## config.mk

```make
export PLATFORM = sky130hd
export DESIGN_NAME = picomips_decoder_fsm
export DESIGN_NICKNAME = d
export VERILOG_FILES = /design/src/rtl/picomips_decoder_fsm_pkg.sv /design/src/rtl/picomips_exec_counter.sv /design/src/rtl/picomips_decoder_fsm.sv
export SDC_FILE = /design/constraint.sdc
export NUM_CORES = 1
export LEC_CHECK = 0
export ABC_AREA = 1
export CAP_MARGIN = 0
export CORE_ASPECT_RATIO = 2
export CORE_MARGIN = 2
export CORE_UTILIZATION = 41
export DETAILED_ROUTE_END_ITERATION = 6
export PLACE_DENSITY = 0.7
export SLEW_MARGIN = 20
export SYNTH_ARGS = -nofsm -noshare
export SYNTH_HDL_FRONTEND = slang
export SYNTH_HIERARCHICAL = 1
export SYNTH_SLANG_ARGS = --single-unit
```

## constraint.sdc

```tcl
create_clock -name clk -period 2 [get_ports clk]
set_input_delay 0.3 -clock clk [delete_from_list [all_inputs] [get_ports clk]]
set_output_delay 0.3 -clock clk [all_outputs]
set_load 0.03 [all_outputs]
```

## src/rtl/picomips_decoder_fsm_pkg.sv

```systemverilog
// Shared picoMIPS CPU configuration: field widths, opcode/ALU encodings, controller states.
// ILLEGAL_TRAP_EN adds the HALT state used to trap undefined opcodes.
package picomips_decoder_fsm_pkg;

    localparam int unsigned N      = 8;
    localparam int unsigned O_SIZE = 4;
    localparam int unsigned R_SIZE = 4;
    localparam int unsigned A_SIZE = 2;
    localparam int unsigned I_SIZE = O_SIZE + 2*R_SIZE + N;

    localparam int unsigned OP_MSB  = I_SIZE - 1;
    localparam int unsigned RD_MSB  = OP_MSB - O_SIZE;
    localparam int unsigned RS_MSB  = RD_MSB - R_SIZE;
    localparam int unsigned IMM_MSB = RS_MSB - R_SIZE;

    localparam int unsigned CNT_W = 4;

    typedef enum logic [O_SIZE-1:0] {
        OP_NOP  = 4'd0,
        OP_LDI  = 4'd1,
        OP_ADD  = 4'd2,
        OP_ADDI = 4'd3,
        OP_MUL  = 4'd4
    } opCode_t;

    typedef enum logic [A_SIZE-1:0] {
        ALU_A   = 2'd0,
        ALU_B   = 2'd1,
        ALU_ADD = 2'd2,
        ALU_MUL = 2'd3
    } aluFunc_t;

    typedef enum logic [2:0] {
        FETCH,
        DECODE,
        EXEC,
        WB
`ifdef ILLEGAL_TRAP_EN
        , HALT
`endif
    } ctrlState_t;

    typedef struct packed {
        opCode_t           op;
        logic [R_SIZE-1:0] rd;
        logic [R_SIZE-1:0] rs;
        logic [N-1:0]      imm;
    } instr_t;

    function automatic logic op_defined(input opCode_t op);
        return op inside {OP_NOP, OP_LDI, OP_ADD, OP_ADDI, OP_MUL};
    endfunction

    function automatic logic op_writes(input opCode_t op);
        return op inside {OP_LDI, OP_ADD, OP_ADDI, OP_MUL};
    endfunction

endpackage

```

## src/rtl/picomips_exec_counter.sv

```systemverilog
// Loadable down-counter with zero flag; stretches the EXEC state for multi-cycle ops.
module picomips_exec_counter
    import picomips_decoder_fsm_pkg::*;
(
    input  logic             clk,
    input  logic             nReset,
    input  logic             i_load,
    input  logic [CNT_W-1:0] i_load_val,
    input  logic             i_dec,
    output logic             o_zero
);

    logic [CNT_W-1:0] r_cnt;

    always_ff @(posedge clk or negedge nReset) begin
        if (!nReset)
            r_cnt <= '0;
        else if (i_load)
            r_cnt <= i_load_val;
        else if (i_dec && !o_zero)
            r_cnt <= r_cnt - CNT_W'(1);
    end

    assign o_zero = (r_cnt == '0);

endmodule

```

## src/rtl/picomips_decoder_fsm.sv

```systemverilog
// picoMIPS multi-cycle decoder/controller: FETCH/DECODE/EXEC/WB sequencing and datapath controls.
// Build option ILLEGAL_TRAP_EN: undefined opcodes halt the controller until reset.
module picomips_decoder_fsm
    import picomips_decoder_fsm_pkg::*;
#(
    parameter int unsigned MUL_CYCLES = 2
)(
    input  logic              clk,
    input  logic              nReset,
    input  logic [I_SIZE-1:0] instr,
    input  logic              instr_valid,
    output logic              instr_ready,
    output logic [A_SIZE-1:0] alu_func,
    output logic [R_SIZE-1:0] rd_addr,
    output logic [R_SIZE-1:0] rs_addr,
    output logic [N-1:0]      imm,
    output logic              imm_sel,
    output logic              reg_we,
    output logic              pc_inc,
    output logic              illegal
);

    ctrlState_t       r_state;
    ctrlState_t       w_next;
    instr_t           r_instr;
    logic             w_xfer;
    logic             w_defined;
    logic             w_cnt_zero;
    logic [CNT_W-1:0] w_cnt_val;

    assign w_xfer    = instr_valid && (r_state == FETCH);
    assign w_defined = op_defined(r_instr.op);
    assign w_cnt_val = (r_instr.op == OP_MUL) ? CNT_W'(MUL_CYCLES - 1) : '0;

    picomips_exec_counter u_exec_counter (
        .clk        (clk),
        .nReset     (nReset),
        .i_load     (r_state == DECODE),
        .i_load_val (w_cnt_val),
        .i_dec      (r_state == EXEC),
        .o_zero     (w_cnt_zero)
    );

    always_ff @(posedge clk or negedge nReset) begin
        if (!nReset)
            r_state <= FETCH;
        else
            r_state <= w_next;
    end

    // Fields are captured on the transfer and stay visible until the next transfer.
    always_ff @(posedge clk or negedge nReset) begin
        if (!nReset)
            r_instr <= '0;
        else if (w_xfer)
            r_instr <= instr_t'(instr);
    end

    always_comb begin
        w_next = r_state;
        case (r_state)
            FETCH:   if (w_xfer) w_next = DECODE;
            DECODE: begin
                if (!w_defined)
`ifdef ILLEGAL_TRAP_EN
                    w_next = HALT;
`else
                    w_next = WB;
`endif
                else if (r_instr.op == OP_NOP)
                    w_next = WB;
                else
                    w_next = EXEC;
            end
            EXEC:    if (w_cnt_zero) w_next = WB;
            WB:      w_next = FETCH;
`ifdef ILLEGAL_TRAP_EN
            HALT:    w_next = HALT;
`endif
            default: w_next = FETCH;
        endcase
    end

    always_comb begin
        instr_ready = (r_state == FETCH);
        pc_inc      = (r_state == WB);
        reg_we      = (r_state == WB) && op_writes(r_instr.op);
        illegal     = (r_state == DECODE) && !w_defined;
`ifdef ILLEGAL_TRAP_EN
        illegal     = illegal || (r_state == HALT);
`endif
        alu_func    = ALU_A;
        imm_sel     = 1'b0;
        case (r_instr.op)
            OP_LDI:  begin alu_func = ALU_B;   imm_sel = 1'b1; end
            OP_ADD:  begin alu_func = ALU_ADD; imm_sel = 1'b0; end
            OP_ADDI: begin alu_func = ALU_ADD; imm_sel = 1'b1; end
            OP_MUL:  begin alu_func = ALU_MUL; imm_sel = 1'b0; end
            default: begin alu_func = ALU_A;   imm_sel = 1'b0; end
        endcase
    end

    assign rd_addr = r_instr.rd;
    assign rs_addr = r_instr.rs;
    assign imm     = r_instr.imm;

endmodule

```

==> results.json <==
{
  "drtAntennaViolNets": 0,
  "drive_gt1_frac": 0.1702,
  "fin_hold_ws_ns": 0.3872,
  "end_kind": "primary output",
  "gp_congestion": 0.7668,
  "most-common-layout-cells": "39 x clkdlybuf4s50_1, 31 x nand2_1, 26 x dfrtp_1",
  "setup_violations": 0,
  "finish.instance_area_um2": 1954,
  "grt_pass1_vias": 1162,
  "slew_violations": 0,
  "die_h_um": 88.72,
  "leakagePower_nw": 1.002,
  "htreeDepth": 1,
  "cts_buffers": 3,
  "rows": 30,
  "firstDrtPassIters": 4,
  "crit_fanout": 5,
  "grtUsageTotal": 0.1597,
  "place_hpwl_mm": 2.177,
  "min_path_type": "input port to async pin",
  "die_w_um": 46.36,
  "met3_usage": 0.01429,
  "clock-root-buffer": "clkbuf_8",
  "timing_hold_violations_final": 0,
  "max_cap_viol_count": 0,
  "grt_start_max_net_pins": 27,
  "start_util": 0.4308,
  "grt_antenna_before_repair": 0,
  "clk_latency_ns": 0.27,
  "synth.avg_cell_area_um2": 9.744,
  "drt_wl_total_mm": 2.756,
  "grt_pass1_wl_mm": 4.809,
  "power-per-cell-area_nw_per_um2": 1750,
  "via_per_inst": 4.555,
  "cp.required_ns": 1.70,
  "grt_use_met1": 0.1654,
  "core_area_um2": 3416,
  "cts_setup_buffers": 0,
  "netlist_instances": 151,
  "fp.dieArea_um2": 4113,
  "rsz0062_at_grt": "false",
  "synth_seq_area_share": 0.4422,
  "final_common_cell": "clkdlybuf4s50_1",
  "clockBufferDepth": 2,
  "status": "finished clean",
  "port_buffers": 45,
  "peakVddDrop_uv": 927.1,
  "yosysUniqueCellTypes": 21,
  "fin_crit_sh": 0.9294,
  "path_class": "flip-flop to primary output",
  "n_antenna_cell": 0,
  "placed_cell_area_um2": 1887,
  "use_met2": 0.3056,
  "num_vias": 1075,
  "timing.fmax_ghz": 0.5380,
  "area_delta_synth_final_pct": 32.82,
  "ys_ff_latch": 26,
  "min_period_ns": 1.859,
  "numClockSinks": 26,
  "layout.nets": 218,
  "drc": 0,
  "gr-total-overflow": 0,
  "syn-cell-area_um2": 1471,
  "crit_arrival_ns": 1.56,
  "clk_pin_slew_ns": 0.09,
  "worstSetupStartpointType": "flip-flop",
  "drt_iter0_markers": 19,
  "ys_warn_count": 6,
  "pin_count": 46,
  "tns_ns": 0,
  "fin_skew_ns": 0.005746,
  "top_usage_layer": "met2",
  "wire_per_inst_um": 11.68,
  "cts_tree": "built"
}
-- metal layers --
| layer | vias up | routed length (um) | share of wire |
|---|---|---|---|
| li1 | 526 | - | - |
| met1 | 505 | 1010 | 0.37 |
| met2 | 40 | 1581 | 0.57 |
| met3 | 4 | 120 | 0.044 |
| met4 | 0 | 43 | 0.016 |
| met5 | - | 0 | 0 |
-- worst max-delay path, stage by stage (launching register included) --
cell,delay [ns]
dfrtp_1,0.39
nor2_1,0.18
nand2_1,0.15
nand2_1,0.08
and3_1,0.13
clkdlybuf4s15_1,0.36
-- area by class of cell --
type	instances	area [um2]
well taps	48	60.06
repair buffers	49	486.7
multi-input cells	91	618.1
inverters	18	67.56
clock buffers	3	41.29
fillers	294	1461
clock inverters	1	30.03
flip-flops and latches	26	650.6
-- state kept, by name, summed over array words and instances, names as in the netlist --
name                  flops
imm                       8
r_instr                   4
r_state                   2
rd_addr                   4
rs_addr                   4
u_exec_counter/r_cnt      4
-- cells in the mapped netlist (all sizes together) --
library cell	instances	share of area
conb	1	0.0025
nand3	5	0.017
nand3b	2	0.010
and3	1	0.0043
a21oi	4	0.014
nand2	35	0.099
nor2	14	0.037
ha	6	0.051
o21ai	4	0.014
mux2	17	0.17
clkinv	1	0.0025
inv	17	0.043
dfrtp	26	0.44
buf	18	0.097
-- cell families (layout without fill, tap and decap cells) --
| family | Yosys count | after routing | share of synthesized area |
|---|---|---|---|
| compound gates | 8 | 8 | 0.02721 |
| mux | 17 | 17 | 0.1658 |
| simple gates | 57 | 57 | 0.1684 |
| buf+inv | 36 | 71 | 0.1429 |
| flops | 26 | 26 | 0.4422 |
| other cells | 1 | 3 | 0.002549 |
| fa+ha+maj | 6 | 6 | 0.05102 |
-- power breakdown --
group          total [mW]  switching, mW  internal (mW)  leakage (nW)
clock network       0.431          0.163          0.268        0.0357
registers           0.974          0.177          0.797         0.307
logic                2.02           1.09          0.925         0.659
-- final timing paths --
path                       cells past startpoint                    start                                  end  slack [ns]
max                                            5  r_instr[17]$_DFFE_PN0P_                               reg_we        0.14
min                                            2                   nReset               rd_addr[3]$_DFFE_PN0P_        0.39
max reg2reg                                    5   r_state[0]$_DFFE_PN0P_               rd_addr[1]$_DFFE_PN0P_        0.50
min reg2reg                                    1   rd_addr[2]$_DFFE_PN0P_               rd_addr[2]$_DFFE_PN0P_        0.52
max in group asynchronous                      2                   nReset  u_exec_counter/r_cnt[2]$_DFFE_PN0P_        1.36
min in group clk                               1   rd_addr[2]$_DFFE_PN0P_               rd_addr[2]$_DFFE_PN0P_        0.52
-- repair_timing --
item / 4_1_cts / 5_1_grt
endpoints found under the setup margin: 5 / 2
endpoints found under the hold margin: 0 / 0
hold buffers: 0 / 0
resized for setup: 5 / 2
-- through the flow --
step           setup slack [ns]  total power [mW]  std cells  utilization
5_1_grt                0.009124             3.677        236       0.5722
3_5_place_dp             0.1382             3.035        232       0.5524
2_1_floorplan            0.2816             2.570        153            -
6_report                 0.1412             3.421        236       0.5722
3_3_place_gp             0.2097             2.976        232       0.5524
4_1_cts                  0.1017             3.453        236       0.5714
Power figures use the tool's default switching activity.
